$ cat config.mk
export PLATFORM = sky130hd
export DESIGN_NAME = rr_arbiter_param
export DESIGN_NICKNAME = d
export VERILOG_FILES = /design/src/rtl/rr_arb_pkg.sv /design/src/rtl/rr_arbiter_param_pick.sv /design/src/rtl/rr_arbiter_param.sv
export SDC_FILE = /design/constraint.sdc
export NUM_CORES = 1
export LEC_CHECK = 0
export ABC_AREA = 1
export CAP_MARGIN = 5
export CORE_UTILIZATION = 30
export CTS_CLUSTER_SIZE = 16
export DETAILED_ROUTE_END_ITERATION = 8
export GPL_TIMING_DRIVEN = 0
export PLACE_DENSITY_LB_ADDON = 0.2
export SYNTH_ARGS = -nofsm -noshare
export SYNTH_HDL_FRONTEND = slang
export SYNTH_SLANG_ARGS = --single-unit
$ cat constraint.sdc
create_clock -name clk -period 3.15 [get_ports clk]
set_clock_uncertainty 0.15 [all_clocks]
set_input_delay 0.315 -clock clk [delete_from_list [all_inputs] [get_ports clk]]
set_output_delay 0.315 -clock clk [all_outputs]
set_load 0.01 [all_outputs]
$ cat src/rtl/rr_arb_pkg.sv
// rtl/rr_arb_pkg.sv - shared types and width helpers for the round-robin arbiter
package rr_arb_pkg;

  typedef enum logic [0:0] {
    IDLE = 1'b0,
    BUSY = 1'b1
  } arb_state_e;

  localparam int DEF_MAX_HOLD = 16;

  // ceil(log2(value)) but never less than 1, so a single channel still gets a 1-bit index
  function automatic int clog2_min1(input int value);
    return (value <= 1) ? 1 : $clog2(value);
  endfunction

  // hold counter only needs to reach max_hold-1; max_hold of 0 still yields a 1-bit counter
  function automatic int hold_cnt_w(input int max_hold);
    return clog2_min1(max_hold);
  endfunction

  localparam int DEF_HOLD_W = hold_cnt_w(DEF_MAX_HOLD);

endpackage

$ cat src/rtl/rr_arbiter_param_pick.sv
// rtl/rr_arbiter_param_pick.sv - combinational rotating-priority picker
module rr_pick #(
  parameter int N     = 4,
  parameter int IDX_W = 2
) (
  input  logic [N-1:0]     req,
  input  logic [IDX_W-1:0] ptr,
  output logic [N-1:0]     onehot,
  output logic [IDX_W-1:0] idx,
  output logic             any
);

  int w_j;

  // scan req from ptr upward, wrapping at N (not at 2^IDX_W); first set bit wins
  always_comb begin
    onehot = '0;
    idx    = '0;
    any    = 1'b0;
    w_j    = 0;
    for (int k = 0; k < N; k++) begin
      w_j = int'(ptr) + k;
      if (w_j >= N) begin
        w_j = w_j - N;
      end
      if (!any && req[w_j]) begin
        any         = 1'b1;
        onehot[w_j] = 1'b1;
        idx         = IDX_W'(w_j);
      end
    end
  end

endmodule

$ cat src/rtl/rr_arbiter_param.sv
// rtl/rr_arbiter_param.sv - N-channel round-robin bus arbiter with masking and hold timeout
module rr_arbiter_param
  import rr_arb_pkg::*;
#(
  parameter int N        = 4,
  parameter int MAX_HOLD = DEF_MAX_HOLD
) (
  input  logic                       clk,
  input  logic                       rst,
  input  logic [N-1:0]               cyc,
  input  logic [N-1:0]               mask,
  output logic                       comcyc,
  output logic [clog2_min1(N)-1:0]   gnt,
  output logic [N-1:0]               gnt_onehot,
  output logic                       hold_expired
);

  localparam int IDX_W  = clog2_min1(N);
  localparam int HOLD_W = hold_cnt_w(MAX_HOLD);

  arb_state_e        r_state;
  logic [IDX_W-1:0]  r_ptr;
  logic [IDX_W-1:0]  r_gnt;
  logic [N-1:0]      r_onehot;
  logic              r_comcyc;
  logic              r_expired;
  logic [HOLD_W-1:0] r_cnt;

  logic [N-1:0]      w_elig;
  logic [N-1:0]      w_req;
  logic              w_owner_cyc;
  logic [N-1:0]      w_pick_onehot;
  logic [IDX_W-1:0]  w_pick_idx;
  logic              w_pick_any;
  logic [IDX_W-1:0]  w_next_ptr;
  logic              w_at_limit;
  logic              w_busy;
  logic              w_do_grant;
  logic              w_preempt;
  logic              w_release;

  // current owner is excluded from the pick so a timeout always lands on someone else;
  // in IDLE r_onehot is zero, and a dropped owner is already absent from elig
  assign w_elig      = cyc & mask;
  assign w_req       = w_elig & ~r_onehot;
  assign w_owner_cyc = |(cyc & r_onehot);

  rr_pick #(
    .N     (N),
    .IDX_W (IDX_W)
  ) u_pick (
    .req    (w_req),
    .ptr    (r_ptr),
    .onehot (w_pick_onehot),
    .idx    (w_pick_idx),
    .any    (w_pick_any)
  );

  // grant decisions for this edge: fresh grant, handoff on drop, timeout preemption, release
  always_comb begin
    w_busy     = (r_state == BUSY);
    w_next_ptr = (int'(w_pick_idx) == N - 1) ? '0 : w_pick_idx + IDX_W'(1);
    w_at_limit = (MAX_HOLD > 0) && (int'(r_cnt) == MAX_HOLD - 1);
    w_preempt  = w_busy && w_owner_cyc && w_at_limit && w_pick_any;
    w_do_grant = (!w_busy && w_pick_any) || (w_busy && !w_owner_cyc && w_pick_any) || w_preempt;
    w_release  = w_busy && !w_owner_cyc && !w_pick_any;
  end

  // state, pointer, hold counter and all registered outputs
  always_ff @(posedge clk) begin
    if (rst) begin
      r_state   <= IDLE;
      r_ptr     <= '0;
      r_gnt     <= '0;
      r_onehot  <= '0;
      r_comcyc  <= 1'b0;
      r_expired <= 1'b0;
      r_cnt     <= '0;
    end else begin
      r_expired <= w_preempt;
      if (w_do_grant) begin
        r_state  <= BUSY;
        r_gnt    <= w_pick_idx;
        r_onehot <= w_pick_onehot;
        r_comcyc <= 1'b1;
        r_ptr    <= w_next_ptr;
        r_cnt    <= '0;
      end else if (w_release) begin
        r_state  <= IDLE;
        r_onehot <= '0;
        r_comcyc <= 1'b0;
      end else if (w_busy && (MAX_HOLD > 0) && !w_at_limit) begin
        r_cnt <= r_cnt + HOLD_W'(1);
      end
    end
  end

  assign comcyc       = r_comcyc;
  assign gnt          = r_gnt;
  assign gnt_onehot   = r_onehot;
  assign hold_expired = r_expired;

endmodule

# Word-level counts from Yosys, hierarchy flattened

Cells that the tools add are included.

Register bits: 14
Output and inout bits: 8
Word-level logic and storage cells: 106
Bits of input ports: 10

Reduce and logical (&&, ||, !) cells: 28
Add/sub/neg operators: 9
Bitwise gates (word level): 8
Mux-type cells: 41
Equal/unequal tests: 2
Order comparisons: 12

Operator list:

| cell                                                                                  | number |
|---|---|
| 32-bit by 1-bit greater-or-equal comparator with 1-bit output (second input constant) | 4 |
| 32-bit by 4-bit < comparator with 1-bit output (second input constant)                | 4 |
| 32-bit two-way mux                                                                    | 4 |
| 32-bit by 4-bit greater-or-equal comparator with 1-bit output (second input constant) | 3 |
| 32-bit by 4-bit subtractor with 32-bit output (second input constant)                 | 3 |
| 4-bit two-way mux                                                                     | 6 |
| 1-bit two-way mux                                                                     | 18 |
| 1-bit logical AND                                                                     | 15 |
| 4-bit bitwise AND                                                                     | 3 |
| 4-bit bitwise OR                                                                      | 3 |
| 2-bit two-way mux                                                                     | 5 |
| 1-bit binary-select mux with 2-bit select                                             | 4 |
| 1-bit demux with 2-bit select                                                         | 4 |
| 1-bit zero test                                                                       | 7 |
| 2-bit by 2-bit adder with 3-bit output (second input constant)                        | 2 |
| 4-bit by 1-bit adder with 4-bit output (second input constant)                        | 1 |
| 4-bit by 1-bit == test with 1-bit output (second input constant)                      | 1 |
| 4-bit NOT                                                                             | 1 |
| 4-bit OR reduction                                                                    | 1 |
| 2-bit by 3-bit subtractor with 4-bit output (second input constant)                   | 1 |
| 2-bit by 1-bit adder with 3-bit output (second input constant)                        | 1 |
| 2-bit by 3-bit greater-or-equal comparator with 1-bit output (second input constant)  | 1 |
| 2-bit by 1-bit adder with 2-bit output (second input constant)                        | 1 |
| 2-bit by 1-bit == test with 1-bit output (second input constant)                      | 1 |
| other kinds (5)                                                                       | 6 |

# Depth between registers and ports, before layout

Gate-level depths: netlist (run 1).

Depth after elaboration: 19
Mapped depth: 16

# By module

Synthesis (run 1) repeated with hierarchy kept, for this count alone.

Cells, all modules: 169
Area total of the unflattened synthesis: 1,147.4 um2

Modules (own cells, without submodules):

| module           | cells each | seq. area each (um2) | times used | area an instance (um2) |
|---|---|---|---|---|
| rr_arbiter_param | 92         | 280.3                | 1          | 686.9 |
| rr_pick          | 77         | 0.0                  | 1          | 460.4 |

# Least setup slack after synthesis (run 1)

No wires, ideal clock.

Kind: reg-to-reg
Start: reg r_ptr[1]
End: reg r_ptr[1]
Slack: 0.821 ns
Clock period less this slack: 2.329 ns
Library setup time: 0.123 ns
Cell stages (with the launch flop): 14
Data required time: 2.877 ns
Arrival: 2.056 ns
Cells stage by stage: dfxtp_1 > inv_1 > ha_1 > inv_1 > nand3_1 > nand2_1 > nand2_4 > inv_1 > nand2_1 > o21ai_0 > nand2_1 > ha_1 > nand2_1 > o21ai_1

Elaborated cells on any way between the ends: 49
Classes of those cells: 8 x add/sub; 4 x order compare; 1 x eq/ne; 25 x mux; 11 x reduce/logical

RTL lines:

| item                                                                                               | RTL line                    | RTL |
|---|---|---|
| start, declared                                                                                    | rr_arbiter_param.sv:22      | `logic [IDX_W-1:0] r_ptr;` |
| start signal, assigned                                                                             | rr_arbiter_param.sv:86      | `r_ptr <= w_next_ptr;` |
| branches (longest 14 deep; another with 32-bit by 4-bit subtractor with 32-bit output)             | n/a                         |  |
| 2-bit two-way mux *                                                                                | rr_arbiter_param_pick.sv:26 | `if (!any && req[w_j]) begin` |
| via u_pick.idx[1]                                                                                  | rr_arbiter_param_pick.sv:9  | `output logic [IDX_W-1:0] idx,` |
| 2-bit by 1-bit adder with 2-bit output or 2-bit by 1-bit == test with 1-bit output (tied branches) | rr_arbiter_param.sv:62      | `w_next_ptr = (int'(w_pick_idx) == N - 1) ? '0 : w_pick_idx + IDX_W'(1);` |
| 2-bit two-way mux *                                                                                | rr_arbiter_param.sv:62      |  |
| via w_next_ptr[1]                                                                                  | rr_arbiter_param.sv:35      | `logic [IDX_W-1:0] w_next_ptr;` |

Mark *: on every way through the listed nets, which the timed path passes. The select of a mux whose other input is x is not followed.
A chain may end at the register's enable or synchronous reset.

# Final worst setup path (run 1)

Same ends and word-level chain as after synthesis.

==> impl_metrics.tcl, run 1 <==
set metrics [dict create \
    crit_path_max_fanout 9 \
    place.port_buffers 17 \
    row_count 22 \
    cts_root_buf "clkbuf_8" \
    num_antenna_cells 0 \
    hold_depth 2 \
    min_period_ns 2.66 \
    yosys_warnings 0 \
    cts_sinks 14 \
    grt_max_degree 11 \
    die_area_um2 4230 \
    drc 0 \
    power.leakage_uw 0.000710 \
    slew_violations 0 \
    path_class "reg2reg" \
    worst_setup_path_start_kind "register" \
    postCtsResizedCells 0 \
    io_pins 18 \
    cts_tree "yes" \
    irDropWorstVdd_mv 0.462 \
    grt_use_total_pct 14.1 \
    clk_pin_slew_ns 0.06 \
    die-width_um 65.1 \
    crit_buf_inv 3 \
    post_drt_wl_per_cell_um 11.6 \
    synth-seq-area-share_pct 23.5 \
    critPathTopFamily "adder cells" \
    relSlewSlack_pct 77.8 \
    p_per_area_nw_per_um2 944 \
    critPathCaptureType "register" \
    tightest_slew_ns 0.332 \
    ys_async_sr_fraction_pct 0 \
    antenna_found_initial 0 \
    grt_overflow_total 0 \
    area_growth_pct 22.7 \
    insertion_delay_ns 0.24 \
    dr.pass1.iters 5 \
    drive_gt1_share_pct 14.2 \
    final_antenna_net_count 0 \
    cp_data_arrival_time_ns 2.63 \
    pre_cts_slack_ns 0.470 \
    via_per_inst 4.73 \
    clk_path_buf_depth 2 \
    wl_mm 2.75 \
    crit_required_ns 3.13 \
    slowest_stage "dfxtp_1" \
    synth_edf_count 0 \
    maxCapViolCount 0 \
    status "finished, final reports clean" \
    fmax_ghz 0.376 \
    yosys_register_bits 14 \
    grt_pass1_wl_mm 4.65 \
    finalWeightedCongestion 0.789 \
    period_share_pct 84.4 \
    syn-cell-area_um2 1190 \
    vias 1126 \
    synth_cell_type_count 28 \
    fin_nets 212 \
    cts_max_level 1 \
    tns_ns 0 \
    cts_setup_buffers 0 \
    syn_avg_cell_area_um2 7.02 \
    ff2ff_setup_slack_ns 0.49 \
    dp_hpwl_mm 2.22 \
    report.power.total_uw 1380 \
    grt_pass1_vias 1039 \
    hold_slack_ns 0.309 \
    worst_slack_ns 0.493 \
    cts_made_buffers 3 \
    hold_buffers 0 \
    syn-num-nets 190 \
    setup_viol 0 \
    drt_iter0_drc 53 \
    finalHoldViolations 0 \
    crit_top_cell "nand2_1" \
    yosys_most_used_dff "dfxtp_1" \
    worst-path-stages 13 \
    hold_path_class "reg2reg" \
    core_region_area_um2 3740 \
    synthCells 170 \
    die_height_um 65.1 \
    initial_utilization_pct 31.9 \
    slowest_delay_ns 0.51 \
    ff2ff_path_depth 13 \
    path_cells "inv_1 -> ha_1 -> inv_1 -> nand3_1 -> nand2_1 -> nand2_4 -> inv_1 -> nand2_1 -> o21ai_0 -> nand2_1 -> ha_1 -> nand2_1 -> o21ai_1" \
    rsz0062_at_grt "false" \
]
==> per-stage QoR <==
step                instances  util (%)  cell area (µm²)
floorplan                 170         -             1190
CTS                       238      39.1             1470
global route              238      39.1             1470
finish                    238      39.1             1470
global placement          235      38.0             1420
detailed placement        235      38.0             1420
==> placed cells by master, fill, tap and decap left out, drive strengths merged <==
cell type and instances:
a21o 1, a21oi 11, a22o 2, buf 1, clkbuf 3, clkdlybuf4s50 17
dfxtp 14, ha 10, inv 20, nand2 65, nand3 20, nand4 9
nor2 9, nor3 1, nor4 1, o21ai 4, xnor2 1, xor2 1
==> cells by family after synthesis <==
logic type | after synthesis | synth area share [%]
AND/OR/NAND/NOR | 105 | 46.6
AO/OA/AOI/OAI | 18 | 10.3
XOR/XNOR | 2 | 1.47
flip-flops | 14 | 23.5
buffers and inverters | 21 | 7.65
adder cells (fa/ha/maj) | 10 | 10.5
==> registers in the layout (all words and copies together), names as in the netlist <==
register      flops
comcyc            1
gnt               2
gnt_onehot        4
hold_expired      1
r_cnt             4
r_ptr             2
==> path summary, 6_finish.rpt <==
check | from | end
setup / recovery | r_ptr[1] | r_ptr[1]
hold / removal | gnt[1] | gnt[1]
setup reg to reg | r_ptr[1] | r_ptr[1]
hold reg to reg | gnt[1] | gnt[1]
==> layer usage <==
layer	global-route usage (%)	vias to the layer above	wire length, µm
met5	0	-	0
met4	4.89	0	36
met3	2.11	6	109
met2	22.7	27	1240
met1	19.0	493	1370
li1	-	600	-
==> synthesized netlist by cell type (2+ instances only) <==
library cell,instances,area share (%)
nand2_1,57,18
inv_1,16,5.0
nand3_1,16,6.7
dfxtp_1,14,23
a21oi_1,10,4.2
ha_1,10,10
nor2_1,8,2.5
nand4_1,6,3.1
nand2_2,5,2.6
inv_2,3,0.94
nand2_4,3,2.8
nand3_2,3,2.5
a22o_1,2,1.5
nand4_2,2,2.1
o21ai_1,2,0.84
==> worst reg2reg max path, delay by kind of cell (launching register included) <==
kind,cells,cell delay [ns]
adders and majority gates,2,0.72
buffers and inverters,3,0.42
DFF,1,0.51
AOI/OAI and AO/OA,2,0.21
and+or+nand+nor,6,0.54
==> report_power, final <==
group | total, µW | internal, µW | switching (µW)
registers | 290 | 230 | 59.9
logic | 948 | 348 | 599
clock network | 147 | 84.5 | 62.1
total | 1380 | 663 | 721
==> final cells by class <==
class	instances	area (µm²)
clock buffers	3	41.3
flip-flops and latches	14	280
well taps	48	60.1
plain buffers	1	11.3
fillers	414	2280
repair buffers	17	170
multi-input cells	135	822
inverters	20	80.1
Note: power is estimated with default switching activity, not from simulation.
==> run 2, diff against run 1 <==
Clock period 3.15 ns to 2.43 ns, I/O delays scaled along.
==> run 2 against run 1 <==
  * Non-clock buffer count increased by 1
  * Global-route usage increased by 0.073 points
  * Worst hold slack about the same
  * Flip-flop and latch count unchanged
  * First-iteration DRC count increased by 19%
  * Sequential power increased by 32%
  * Critical path depth increased by 1
  * Via count increased by 1.1%
  * Count of clock-buffer cells in the layout unchanged
  * Critical path type unchanged
==> impl_metrics.tcl, run 2 (synthesis gave the netlist of run 1 again) <==
set metrics [dict create \
    fmax_ghz 0.439 \
    ff2ff_path_depth 14 \
    regArea_um2 285 \
    final_cells 239 \
    drt_iter0_drc 63 \
    finalWeightedCongestion 0.789 \
    drive_gt1_share_pct 17.3 \
    wl_mm 2.82 \
    antenna_found_initial 0 \
    finalHoldViolations 0 \
    hold_path_class "reg2reg" \
    p_per_area_nw_per_um2 1230 \
    cts_made_buffers 3 \
    cts_max_level 1 \
    clk_path_buf_depth 2 \
    use_met2_pct 22.8 \
    final_common_cell "nand2_1" \
    final_cell_mix "nand2_1, clkdlybuf4s50_1, nand3_1" \
    critPathCaptureType "register" \
    grt_pass1_vias 1043 \
    io_pins 18 \
    num_antenna_cells 0 \
    post_drt_wl_per_cell_um 11.8 \
    die-width_um 65.1 \
    initial_utilization_pct 31.9 \
    core_region_area_um2 3740 \
    crit_path_max_fanout 8 \
    grt_max_degree 11 \
    via_per_inst 4.76 \
    tightest_slew_ns 0.248 \
    irDropWorstVdd_mv 0.599 \
    slew_violations 0 \
    cts_sinks 14 \
    maxCapViolCount 0 \
    grt_busiest_layer "met2" \
    reg2reg_from "r_ptr[0]" \
    dr.pass1.iters 4 \
    die_height_um 65.1 \
    cp_data_arrival_time_ns 2.26 \
    period_share_pct 93.6 \
    row_count 22 \
    place.port_buffers 17 \
    insertion_delay_ns 0.24 \
    grt_use_met1_pct 19.1 \
    ff2ff_setup_slack_ns 0.15 \
    dp_cells 235 \
    grt_use_total_pct 14.2 \
    relSlewSlack_pct 83.4 \
    vias 1138 \
    rsz0062_at_grt "false" \
    status "finished, final reports clean" \
    grtUsageMet3_pct 2.11 \
    postLayoutCoreUtil_pct 40.0 \
    dp_hpwl_mm 2.22 \
    fin_nets 213 \
    path_class "reg2reg" \
    multi_input_area_um2 837 \
    crit_end "r_ptr[1]" \
    cts_root_buf "clkbuf_8" \
    power.leakage_uw 0.000714 \
    drc 0 \
    clk_pin_slew_ns 0.06 \
    rr_endpoint "r_ptr[1]" \
    hold_buffers 0 \
    crit_required_ns 2.42 \
    num-fill-cells 410 \
    min_period_ns 2.28 \
    worst_setup_path_start_kind "register" \
    cts_tree "yes" \
    report.power.total_uw 1840 \
    grt_overflow_total 0 \
    tns_ns 0 \
    area_growth_pct 25.4 \
    setup_viol 0 \
    die_area_um2 4230 \
    final_antenna_net_count 0 \
    grt_pass1_wl_mm 4.66 \
    startpoint "r_ptr[0]" \
]
==> run 2: cell count changes in the layout (fill, tap and decap cells not counted) <==
cell / delta
nand2_2: +1
ha_4: +1
dfxtp_2: +1
dfxtp_1: -2
clkinvlp_4: +1
inv_1: -1
ha_1: -1
nand2_1: -1
buf_4: +1
dfxtp_4: +1
==> run 2: worst min-delay path by stage <==
stage	cells after the start	start	to	slack (ns)
finish	2	gnt[1]	gnt[1]	0.31
detailed placement	2	gnt[1]	gnt[1]	0.30
CTS	2	gnt[1]	gnt[1]	0.31
global placement	2	gnt[1]	gnt[1]	0.30
floorplan	1	rst	comcyc	0.16
global route	2	gnt[0]	gnt[0]	0.34
==> run 2: layer usage <==
layer	vias to the layer above	part of all wire, %	wire length [µm]
met5	-	0	0
met1	507	49	1390
met2	25	45	1280
li1	600	-	-
met4	0	1.3	36
met3	6	4.0	114
==> run 2: power breakdown <==
| group | switching, µW | internal (µW) |
|---|---|---|
| combinational | 791 | 480 |
| sequential | 81.4 | 303 |
| clock | 80.4 | 110 |
==> run 2: area by class of cell <==
class / instances / share of cell area (%)
buffer: 1 / 0.753
timing repair buffer: 18 / 11.9
tap: 48 / 4.01
clock buffer: 3 / 2.76
inverter: 20 / 5.60
multi-input combinational: 135 / 55.9
sequential: 14 / 19.1
==> run 2: through the flow <==
stage	worst slack, ns	area [µm²]	hold slack (ns)
3_3_place_gp	-0.189	1420	0.296
4_1_cts	0.0320	1480	0.313
5_1_grt	0.00503	1500	0.340
3_5_place_dp	-0.250	1420	0.297
2_1_floorplan	0.101	1190	0.162
6_report	0.155	1500	0.309
==> run 2: worst max-delay path, stage by stage (launching register included) <==
cell and delay [ns]:
dfxtp_2 0.37, buf_6 0.16, inv_6 0.07, ha_4 0.26, inv_1 0.08, nand3_1 0.09
nand2_2 0.10, nand2_4 0.08, inv_1 0.06, nand2_1 0.07, o21ai_0 0.16, nand2_1 0.10
ha_1 0.30, nand2_1 0.06, o21ai_1 0.05
==> run 2: timing repair <==
item / CTS / global route
gates cloned: 0 / 0
hold endpoints to repair: 0 / 0
resized for setup: 4 / 3
setup buffers: 1 / 0
endpoints found under the setup margin: 2 / 2
